### config.mk
export PLATFORM = sky130hd
export DESIGN_NAME = player_life_ctrl_flat
export DESIGN_NICKNAME = d
export VERILOG_FILES = /design/src/rtl/space_inv_pkg.sv /design/src/rtl/player_life_ctrl_if.sv /design/src/rtl/frame_timer.sv /design/src/rtl/player_life_ctrl.sv /design/src/flat_wrapper.sv
export SDC_FILE = /design/constraint.sdc
export NUM_CORES = 1
export LEC_CHECK = 0
export BUFFER_PORTS_ARGS = -buffer_cell sky130_fd_sc_hd__buf_2
export CELL_PAD_IN_SITES_DETAIL_PLACEMENT = 1
export CELL_PAD_IN_SITES_GLOBAL_PLACEMENT = 1
export CORE_MARGIN = 4
export CORE_UTILIZATION = 45
export DETAILED_ROUTE_END_ITERATION = 8
export HOLD_SLACK_MARGIN = 0.02
export PLACE_DENSITY_LB_ADDON = 0.1
export RECOVER_POWER = 25
export SYNTH_ARGS = -nofsm -noshare
export SYNTH_HDL_FRONTEND = slang
export SYNTH_SLANG_ARGS = --single-unit
### constraint.sdc
create_clock -name clk -period 3.4 [get_ports clk]
set_input_delay 0.34 -clock clk [delete_from_list [all_inputs] [get_ports clk]]
set_output_delay 0.34 -clock clk [all_outputs]
set_load 0.02 [all_outputs]
### src/rtl/space_inv_pkg.sv
// Shared types for the Space Invaders player blocks.
// Holds the lifecycle state enum and the counter widths.
package space_inv_pkg;

   typedef enum logic [1:0] {
      ALIVE,
      EXPLODE,
      RESPAWN,
      GAME_OVER
   } plr_state_t;

   localparam int LIVES_W = 3;
   localparam int FRAME_W = 8;
   localparam int COOL_W  = 4;

endpackage

### src/rtl/player_life_ctrl_if.sv
// Bundle between keypad/frame logic and player move/shot/draw blocks.
// master drives requests and frame timing; slave (life ctrl) drives gated outputs.
interface player_life_ctrl_if;
   import space_inv_pkg::*;

   logic               startOfFrame;
   logic               newGame;
   logic               collision;
   logic               btnRight;
   logic               btnLeft;
   logic               btnFire;
   logic               shotActive;
   logic               right;
   logic               left;
   logic               plrHit;
   logic               fireReq;
   logic               playerVisible;
   logic [LIVES_W-1:0] lives;
   logic               gameOver;

   modport master (
      output startOfFrame, newGame, collision,
      output btnRight, btnLeft, btnFire, shotActive,
      input  right, left, plrHit, fireReq,
      input  playerVisible, lives, gameOver
   );

   modport slave (
      input  startOfFrame, newGame, collision,
      input  btnRight, btnLeft, btnFire, shotActive,
      output right, left, plrHit, fireReq,
      output playerVisible, lives, gameOver
   );

endinterface

### src/rtl/frame_timer.sv
// Frame-paced counter: clear, load, count up/down on en_i, terminal compare.
// Ports: clk, reset, clr_i, ld_i, ld_val_i, en_i, tc_val_i in; cnt_o, tc_o out.
module frame_timer #(
   parameter int W  = 8,
   parameter bit UP = 1'b1
) (
   input  logic         clk,
   input  logic         reset,
   input  logic         clr_i,
   input  logic         ld_i,
   input  logic [W-1:0] ld_val_i,
   input  logic         en_i,
   input  logic [W-1:0] tc_val_i,
   output logic [W-1:0] cnt_o,
   output logic         tc_o
);

   logic [W-1:0] cnt_q, cnt_d;

   // Down-counting stops at zero instead of wrapping.
   always_comb begin
      cnt_d = cnt_q;
      if (clr_i) begin
         cnt_d = '0;
      end else if (ld_i) begin
         cnt_d = ld_val_i;
      end else if (en_i) begin
         if (UP) begin
            cnt_d = cnt_q + W'(1);
         end else if (cnt_q != '0) begin
            cnt_d = cnt_q - W'(1);
         end
      end
   end

   always_ff @(posedge clk) begin
      if (reset) begin
         cnt_q <= '0;
      end else begin
         cnt_q <= cnt_d;
      end
   end

   assign cnt_o = cnt_q;
   assign tc_o  = (cnt_q == tc_val_i);

endmodule

### src/rtl/player_life_ctrl.sv
// Player lifecycle: alive, explode, blinking respawn, game over; gates moves/fire.
// Ports: clk, reset (sync, active-high); bus = player_life_ctrl_if.slave.
module player_life_ctrl
   import space_inv_pkg::*;
#(
   parameter int unsigned INIT_LIVES     = 3,
   parameter int unsigned EXPLODE_FRAMES = 32,
   parameter int unsigned INVULN_FRAMES  = 90,
   parameter int unsigned BLINK_FRAMES   = 4,
   parameter int unsigned FIRE_COOLDOWN  = 8
) (
   input logic               clk,
   input logic               reset,
   player_life_ctrl_if.slave bus
);

   localparam int BLINK_BIT = $clog2(BLINK_FRAMES);
   localparam logic [FRAME_W-1:0] EXP_TC = FRAME_W'(EXPLODE_FRAMES - 1);
   localparam logic [FRAME_W-1:0] INV_TC = FRAME_W'(INVULN_FRAMES - 1);
   localparam logic [COOL_W-1:0]  COOL_LD = COOL_W'(FIRE_COOLDOWN);
   localparam logic [LIVES_W-1:0] LIVES_LD = LIVES_W'(INIT_LIVES);

   plr_state_t         state_q, state_d;
   logic [LIVES_W-1:0] lives_q, lives_d;
   logic               fire_prev_q, ng_prev_q, arm_q;
   logic               right_q, left_q, hit_q, fire_q, vis_q, over_q;
   logic               right_d, left_d, hit_d, fire_d, vis_d, over_d;

   logic [FRAME_W-1:0] fc_cnt, fc_tc_val;
   logic               fc_tc, fc_clr, frame_end, blink_nxt;
   logic [COOL_W-1:0]  cool_cnt_unused;
   logic               cool_zero;
   logic               fire_edge, ng_edge, fire_acc;
   logic               respawn_go, move_ok;

   assign frame_end = bus.startOfFrame & fc_tc;
   assign fire_edge = bus.btnFire & ~fire_prev_q;
   assign ng_edge   = bus.newGame & ~ng_prev_q;
   assign fc_tc_val = (state_q == RESPAWN) ? INV_TC : EXP_TC;

   // frameCnt only runs while a state is being timed; any transition restarts it.
   assign fc_clr = bus.newGame
                 | (state_d != state_q)
                 | (state_q == ALIVE)
                 | (state_q == GAME_OVER);

   // A collision in ALIVE takes the cycle, so a simultaneous fire edge is lost.
   assign fire_acc = fire_edge & ~bus.newGame & ~bus.shotActive & cool_zero
                   & (((state_q == ALIVE) & ~bus.collision)
                     | (state_q == RESPAWN));

   // Blink phase of the frame count the output register will be shown with.
   assign blink_nxt = 1'((fc_cnt + FRAME_W'(bus.startOfFrame)) >> BLINK_BIT);

   frame_timer #(.W(FRAME_W), .UP(1'b1)) u_frame (
      .clk      (clk),
      .reset    (reset),
      .clr_i    (fc_clr),
      .ld_i     (1'b0),
      .ld_val_i ('0),
      .en_i     (bus.startOfFrame),
      .tc_val_i (fc_tc_val),
      .cnt_o    (fc_cnt),
      .tc_o     (fc_tc)
   );

   frame_timer #(.W(COOL_W), .UP(1'b0)) u_cool (
      .clk      (clk),
      .reset    (reset),
      .clr_i    (bus.newGame),
      .ld_i     (fire_acc),
      .ld_val_i (COOL_LD),
      .en_i     (bus.startOfFrame),
      .tc_val_i ('0),
      .cnt_o    (cool_cnt_unused),
      .tc_o     (cool_zero)
   );

   always_ff @(posedge clk) begin
      if (reset) begin
         state_q     <= ALIVE;
         lives_q     <= LIVES_LD;
         fire_prev_q <= 1'b0;
         ng_prev_q   <= 1'b0;
         arm_q       <= 1'b1;
         right_q     <= 1'b0;
         left_q      <= 1'b0;
         hit_q       <= 1'b0;
         fire_q      <= 1'b0;
         vis_q       <= 1'b1;
         over_q      <= 1'b0;
      end else begin
         state_q     <= state_d;
         lives_q     <= lives_d;
         fire_prev_q <= bus.btnFire;
         ng_prev_q   <= bus.newGame;
         arm_q       <= 1'b0;
         right_q     <= right_d;
         left_q      <= left_d;
         hit_q       <= hit_d;
         fire_q      <= fire_d;
         vis_q       <= vis_d;
         over_q      <= over_d;
      end
   end

   always_comb begin
      state_d    = state_q;
      lives_d    = lives_q;
      respawn_go = 1'b0;
      if (bus.newGame) begin
         state_d = ALIVE;
         lives_d = LIVES_LD;
      end else begin
         unique case (state_q)
            ALIVE: begin
               if (bus.collision) begin
                  state_d = EXPLODE;
                  if (lives_q != '0) lives_d = lives_q - LIVES_W'(1);
               end
            end
            EXPLODE: begin
               if (frame_end) begin
                  if (lives_q == '0) begin
                     state_d = GAME_OVER;
                  end else begin
                     state_d    = RESPAWN;
                     respawn_go = 1'b1;
                  end
               end
            end
            RESPAWN: begin
               if (frame_end) state_d = ALIVE;
            end
            GAME_OVER: begin
               state_d = GAME_OVER;
            end
         endcase
      end
   end

   // arm_q gives the post-reset reposition; ~hit_q keeps pulses apart.
   always_comb begin
      move_ok = (state_d == ALIVE) | (state_d == RESPAWN);
      right_d = move_ok & bus.btnRight & ~bus.btnLeft;
      left_d  = move_ok & bus.btnLeft & ~bus.btnRight;
      hit_d   = (arm_q | ng_edge | respawn_go) & ~hit_q;
      fire_d  = fire_acc;
      over_d  = (state_d == GAME_OVER);
      unique case (state_d)
         ALIVE:   vis_d = 1'b1;
         RESPAWN: vis_d = (state_q != RESPAWN) | ~blink_nxt;
         default: vis_d = 1'b0;
      endcase
   end

   assign bus.right         = right_q;
   assign bus.left          = left_q;
   assign bus.plrHit        = hit_q;
   assign bus.fireReq       = fire_q;
   assign bus.playerVisible = vis_q;
   assign bus.lives         = lives_q;
   assign bus.gameOver      = over_q;

endmodule

### src/flat_wrapper.sv
// flat-port wrapper written by rule: the top's interface ports become plain ports
module player_life_ctrl_flat import space_inv_pkg::*;
#(
   parameter int unsigned INIT_LIVES     = 3,
   parameter int unsigned EXPLODE_FRAMES = 32,
   parameter int unsigned INVULN_FRAMES  = 90,
   parameter int unsigned BLINK_FRAMES   = 4,
   parameter int unsigned FIRE_COOLDOWN  = 8
)
  (clk, reset, bus_startOfFrame, bus_newGame, bus_collision, bus_btnRight, bus_btnLeft, bus_btnFire, bus_shotActive, bus_right, bus_left, bus_plrHit, bus_fireReq, bus_playerVisible, bus_lives, bus_gameOver);
  player_life_ctrl_if bus_i ();
  input logic clk;
  input logic reset;
  input wire logic [$bits(bus_i.startOfFrame)-1:0] bus_startOfFrame;
  input wire logic [$bits(bus_i.newGame)-1:0] bus_newGame;
  input wire logic [$bits(bus_i.collision)-1:0] bus_collision;
  input wire logic [$bits(bus_i.btnRight)-1:0] bus_btnRight;
  input wire logic [$bits(bus_i.btnLeft)-1:0] bus_btnLeft;
  input wire logic [$bits(bus_i.btnFire)-1:0] bus_btnFire;
  input wire logic [$bits(bus_i.shotActive)-1:0] bus_shotActive;
  output wire logic [$bits(bus_i.right)-1:0] bus_right;
  output wire logic [$bits(bus_i.left)-1:0] bus_left;
  output wire logic [$bits(bus_i.plrHit)-1:0] bus_plrHit;
  output wire logic [$bits(bus_i.fireReq)-1:0] bus_fireReq;
  output wire logic [$bits(bus_i.playerVisible)-1:0] bus_playerVisible;
  output wire logic [$bits(bus_i.lives)-1:0] bus_lives;
  output wire logic [$bits(bus_i.gameOver)-1:0] bus_gameOver;
  assign bus_i.startOfFrame = bus_startOfFrame;
  assign bus_i.newGame = bus_newGame;
  assign bus_i.collision = bus_collision;
  assign bus_i.btnRight = bus_btnRight;
  assign bus_i.btnLeft = bus_btnLeft;
  assign bus_i.btnFire = bus_btnFire;
  assign bus_i.shotActive = bus_shotActive;
  assign bus_right = bus_i.right;
  assign bus_left = bus_i.left;
  assign bus_plrHit = bus_i.plrHit;
  assign bus_fireReq = bus_i.fireReq;
  assign bus_playerVisible = bus_i.playerVisible;
  assign bus_lives = bus_i.lives;
  assign bus_gameOver = bus_i.gameOver;
  player_life_ctrl #(.INIT_LIVES(INIT_LIVES), .EXPLODE_FRAMES(EXPLODE_FRAMES), .INVULN_FRAMES(INVULN_FRAMES), .BLINK_FRAMES(BLINK_FRAMES), .FIRE_COOLDOWN(FIRE_COOLDOWN)) u_core (.clk(clk), .reset(reset), .bus(bus_i));
endmodule
Yosys cells after proc, flatten, opt, wreduce, memory -nomap -nowiden
Cells that the tools add are included.
{ "totals": {"register_bits": 26, "input_bits": 9, "out_inout_bits": 9} }
{ "op_classes": {"addsub": 4, "n_eq_ne": 8, "n_mux": 16, "bitwise_logic": 30, "n_reduce_logical": 14} }
{ "ops": {"columns": ["operator", "count"], "rows": [
  ["$and 1x1->1", 13],
  ["$mux 4", 3],
  ["$not 1->1", 9],
  ["$add 8x1->8 const B", 1],
  ["$eq 2x2->1 const B", 4],
  ["$eq 8x7->1", 1],
  ["$mux 2", 4],
  ["$or 1x1->1", 8],
  ["$pmux 2 s4", 1],
  ["$mux 7", 1],
  ["$mux 1", 6],
  ["$logic_not 2->1", 2],
  ["$logic_not 4->1", 1],
  ["$reduce_and 2->1", 2],
  ["$reduce_bool 2->1", 2],
  ["$reduce_bool 4->1", 1],
  ["$reduce_or 2->1", 2],
  ["$sub 4x1->4 const B", 1],
  ["$add 3x1->3", 1],
  ["$logic_not 3->1", 1],
  ["$reduce_and 3->1", 1],
  ["$reduce_bool 3->1", 1],
  ["$reduce_or 3->1", 1],
  ["$sub 3x1->3 const B", 1],
  ["4 further kinds", 4]
]} }

Depth between registers and ports, before layout
{ "depth": {"word_depth": 12, "mapped_depth": 6, "mapped_depth_nobuf": 6} }

By module
A second synthesis with hierarchy kept.
{ "hier_totals": {"cells_unflattened": 160, "hier_area_um2": 1437.6} }
{ "modules_own_cells": {"columns": ["module", "instances", "cells_per_inst", "area_each_um2", "seq_area_each_um2"], "rows": [
  ["player_life_ctrl", 1, 63, 606.8, 280.3],
  ["frame_timer at u_core.u_frame", 1, 59, 528.0, 160.2],
  ["frame_timer at u_core.u_cool", 1, 38, 302.8, 80.1]
]} }

Worst setup path before layout
Ideal clock, no wire load.
{ "synth_path": {"path_kind": "register -> register", "start": "register u_core.lives_q[0], in the netlist u_core.bus.lives[0]", "end": "register u_core.lives_q[2], in the netlist u_core.bus.lives[2]", "setup_ns": 0.121, "arrival_time_ns": 1.578, "required_time_ns": 3.279, "path_slack_ns": 1.701, "path_stages_with_launch": 7, "path_buffers": 0, "period_less_slack_ns": 1.699, "cell_sequence": "dfxtp_1 > inv_1 > ha_1 > nor2b_1 > or4b_1 > xor2_1 > nor2_1"} }
{ "synth_via": {"elab_chain_len": 2} }
{ "synth_lines": {"columns": ["item", "line_no", "text"], "rows": [
  ["start, declared", "player_life_ctrl.sv:24", "logic [LIVES_W-1:0] lives_q, lives_d;"],
  ["start signal, assigned", "player_life_ctrl.sv:94", "lives_q <= lives_d;"],
  ["parallel branches: the longest is 2 deep, another holds $sub 3x1->3", null, null]
]} }
Several ways; the timed one is not identified.
A chain may end at the register's enable or synchronous reset.

Worst setup path in the final report
{ "layout_path": {"start": "register u_core.state_q[1]", "end": "register u_core.u_frame.cnt_q[6], in the netlist u_core.u_frame.cnt_o[6]"} }
{ "layout_via": {"elab_chain_len": 12} }
{ "layout_lines": {"columns": ["item", "line_no", "text"], "rows": [
  ["start, declared", "player_life_ctrl.sv:23", "plr_state_t state_q, state_d;"],
  ["start signal, assigned", "player_life_ctrl.sv:93", "state_q <= state_d;"],
  ["$eq 2x2->1", "player_life_ctrl.sv:39, player_life_ctrl.sv:115", null],
  ["$mux 7", "player_life_ctrl.sv:39", "assign fc_tc_val = (state_q == RESPAWN) ? INV_TC : EXP_TC;"],
  ["$eq 8x7->1", "frame_timer.sv:45", "assign tc_o = (cnt_q == tc_val_i);"],
  ["$and 1x1->1", "player_life_ctrl.sv:36", "assign frame_end = bus.startOfFrame & fc_tc;"],
  ["$mux 2, on equally long branches", "player_life_ctrl.sv:133, player_life_ctrl.sv:123", null],
  ["$pmux 2 s4", "player_life_ctrl.sv:115", "unique case (state_q)"],
  ["$mux 2", "player_life_ctrl.sv:111", "if (bus.newGame) begin"],
  ["$ne 2x2->1", "player_life_ctrl.sv:43", "| (state_d != state_q)"],
  ["$or 1x1->1", "player_life_ctrl.sv:43", null],
  ["$or 1x1->1", "player_life_ctrl.sv:44", "| (state_q == ALIVE)"],
  ["$or 1x1->1 *", "player_life_ctrl.sv:45", "| (state_q == GAME_OVER);"],
  ["$reduce_or 2->1 (no line) *", null, null],
  ["end signal, assigned", "frame_timer.sv:40", "cnt_q <= cnt_d;"],
  ["end, declared", "frame_timer.sv:18", "logic [W-1:0] cnt_q, cnt_d;"]
]} }
Mark *: on every way between the ends. The rest lies on a longest branch, timed or not.

==> flow_summary.yaml <==
timing:
  timing.setup.tns_ns: 0
  final_hold_viol_count: 0
  worst_clock_skew_ns: 0.005558
  maxSlewHeadroom: 0.7687
  achievable-frequency_mhz: 614.8
  layout_setup_ws_ns: 1.773
  setup_viol: 0
  slew_viol_final: 0
  period_needed_ns: 1.627
  rsz0062_at_grt: "false"
  tightest_slew_ns: 0.3470
  final.period_utilization: 0.4784
synthesis:
  syn_inst: 124
  dominantRegCellSynth: "sky130_fd_sc_hd__dfxtp_1"
  count_of_state_elements_after_synthesis: 26
  mappedNetlistNets: 137
  yosysSeqAreaShare: 0.4370
  async_set_reset_flop_share_out_of_synthesis: 0
  synth_warnings: 0
  synth.cell_area_sq_um: 1191
  syn_avg_cell_area_sq_um: 9.606
  synth_enable_flop_cells: 0
  synth_unique_cells: 39
  top_area_cells_in_the_synthesized_netlist: "sky130_fd_sc_hd__dfxtp_1 (44%), sky130_fd_sc_hd__nor2_1 (6.0%), sky130_fd_sc_hd__xor2_1 (4.4%)"
  synthDominantAreaCellType: "sky130_fd_sc_hd__dfxtp_1"
  synth_top_cell_area_share: 0.4370
route:
  drtAntennaViolNets: 0
  first_iter_violations: 20
  wl_per_cell_um: 13.81
  drcViolationCount: 0
  total_via_count_in_the_routed_design: 912
  number_of_iterations_in_the_first_detailed_routing_pass: 4
  drt-total-wl_mm: 2.376
  routed_vias_inst: 5.302
global_routing:
  vias_in_the_first_global_route: 948
  met1_layer_usage_reported_by_global_route: 0.2128
  grt_first_pass_wirelength_mm: 4.257
  overflow: 0
  globalRouteTotalUtil: 0.1574
  gr-max-usage-layer: "met2"
  met3_usage: 0.01961
  grt_start_max_net_pins: 15
  grtUsageMet2: 0.2543
  grt_antenna_before_repair: 0
pwr:
  power_frac_comb: 0.076
  vdd_ir_drop_max_mv: 0.2714
  switching_share: 0.2338
  total_power_per_unit_cell_area_nw_per_um2: 386.9
  share_seq_of_total_power: 0.616
  power_switching_uw: 119.6
  post-layout-total-power_uw: 511.7
  p_leak_uw: 0.0004753
  total_internal_power_uw: 392.1
  share_clk_of_total_power: 0.308
min_path:
  hold_class: "input port to register"
setup_path:
  worstSetupPathType: "register to register"
  cp.buffers_inverters: 0
  arrival_time_reported_for_the_critical_path_endpoint_ns: 1.89
  setup.worst_path.end_class: "register"
  critPathRequiredTime_ns: 3.67
  worst_path_largest_cell_delay_ns: 0.44
  crit_chain: "or2b_2, mux2i_4, a221o_2, nor2_1"
  crit_path_max_fanout: 8
  cp_slowest_cell: "sky130_fd_sc_hd__a221o_2"
  critical-path-top-delay-family: "simple AND/OR/NAND/NOR gates"
  worstSetupStartpointType: "register"
clock_network:
  cts_htree_levels: 1
  clock-root-buffer: "sky130_fd_sc_hd__clkbuf_4"
  cts-root-to-sink-buffers: 2
  clk-insertion-delay-late_ns: 0.32
  ctsHoldBuffers: 0
  clk_pin_slew_worst_paths_ns: 0.14
  numCtsBuffers: 3
  cts_setup_buffers: 0
  cts_tree: "done"
  clkSinkCount: 26
  post_cts_resize_count: 0
placed_design:
  dpl_cell_area_sq_um: 1294
  buffer_ports.inserted: 17
  dp.cells: 168
  place_congestion: 0.7424
  hpwl_mm: 1.815
  placement.setup.worst_slack_ns: 1.785
floorplan:
  die_h_um: 59.45
  placementRows: 18
  fp.coreArea_sq_um: 2500
  number_of_ports_placed_on_the_die_boundary: 18
  die-width_um: 59.45
  initial_core_util: 0.4765
  floorplan.die_area_sq_um: 3534
run_status:
  result_of_the_run: "finished, final reports clean"
layout:
  stdcell_area_sq_um: 1323
  antennaDiodeCount: 0
  layout_commonest_cell: "sky130_fd_sc_hd__dfxtp_1"
  ratio_of_cells_with_drive_above_1_in_the_final_layout: 0.1690
  area_growth_pct: 11.03
  fin_nets: 156
  post_layout_nonfiller_instances: 172
  n_fill_cell: 317
  multi_input_comb_area_sq_um: 635.6
  layout.cells.most_common_list: "sky130_fd_sc_hd__dfxtp_1 (26), sky130_fd_sc_hd__nor2_1 (19), sky130_fd_sc_hd__buf_2 (11)"
  final-seq-area_sq_um: 520.5
job:
  max-cap-violations: 0
stage by stage:
stage | hold WS [ns] | util
global route | 0.1463 | 0.5290
CTS | 0.1602 | 0.5320
finish | 0.1673 | 0.5290
floorplan | 0.3677 | -
global placement | 0.4028 | 0.5175
detailed placement | 0.4084 | 0.5175
power by group through the flow:
stage               clock network [uW]  registers, uW  logic [uW]
finish                             158            315        38.9
global route                       176            316        43.1
CTS                                164            315        40.5
detailed placement                   0            322        40.0
global placement                     0            321        38.9
floorplan                            0            326        20.6
Yosys cell counts, drive strengths merged, types with 2 or more instances:
| cell | number |
|---|---|
| nand4 | 4 |
| or4b | 2 |
| xnor2 | 5 |
| nand3 | 2 |
| nand2 | 9 |
| dfxtp | 26 |
| nand2b | 2 |
| nand4b | 2 |
| a21oi | 3 |
| nor2 | 19 |
| nor2b | 6 |
| mux2i | 2 |
| nor4 | 2 |
| ha | 4 |
| xor2 | 6 |
| or3 | 2 |
| inv | 4 |
| nor3 | 3 |
| buf | 2 |
| a211oi | 4 |
| nor4b | 3 |
cell type report:
| class | count | share of cell area |
|---|---|---|
| Multi-Input combinational cell | 91 | 0.4806 |
| Sequential cell | 26 | 0.3936 |
| Timing Repair Buffer | 17 | 0.05866 |
| Tap cell | 30 | 0.02838 |
| Clock buffer | 4 | 0.02744 |
| Inverter | 4 | 0.01135 |
worst register-to-register path, stage by stage (launching register included):
cell and delay (ns):
sky130_fd_sc_hd__dfxtp_1 0.41, sky130_fd_sc_hd__or2b_2 0.36, sky130_fd_sc_hd__mux2i_4 0.22, sky130_fd_sc_hd__a221o_2 0.44
sky130_fd_sc_hd__nor2_1 0.13
state kept, by name, indices dropped and copies added (netlist names):
name                      count
u_core.u_frame.cnt_o          8
u_core.u_cool.cnt_o           4
u_core.bus.lives              3
u_core.state_q                2
u_core.arm_q                  1
u_core.bus.fireReq            1
u_core.bus.gameOver           1
u_core.bus.left               1
u_core.bus.playerVisible      1
u_core.bus.plrHit             1
u_core.bus.right              1
u_core.fire_prev_q            1
u_core.ng_prev_q              1
kinds of logic (layout without fill, tap and decap cells):
family,Yosys count,count (layout),share of synthesized area
adder cells (fa/ha/maj),4,4,0.04202
XOR/XNOR,11,11,0.08088
multiplexers,2,2,0.02731
AND/OR/NAND/NOR,63,63,0.3120
flip-flops,26,26,0.4370
buffers and inverters,7,25,0.02940
AO/OA/AOI/OAI,11,11,0.07143
per-layer routing:
metal / share of wire / vias to the layer above
met5: 0 / -
met4: 0.012 / 0
li1: - / 470
met1: 0.49 / 426
met3: 0.029 / 4
met2: 0.47 / 12
final timing paths:
check	start	to	slack, ns	depth (start not counted)
setup / recovery	u_core.state_q[1]	u_core.u_frame.cnt_o[6]	1.77	4
hold / removal	bus_btnRight	u_core.bus.left	0.17	2
setup reg to reg	u_core.state_q[1]	u_core.u_frame.cnt_o[6]	1.77	4
hold reg to reg	u_core.bus.plrHit	u_core.bus.plrHit	0.42	1
Note: power is estimated with default switching activity, not from simulation.
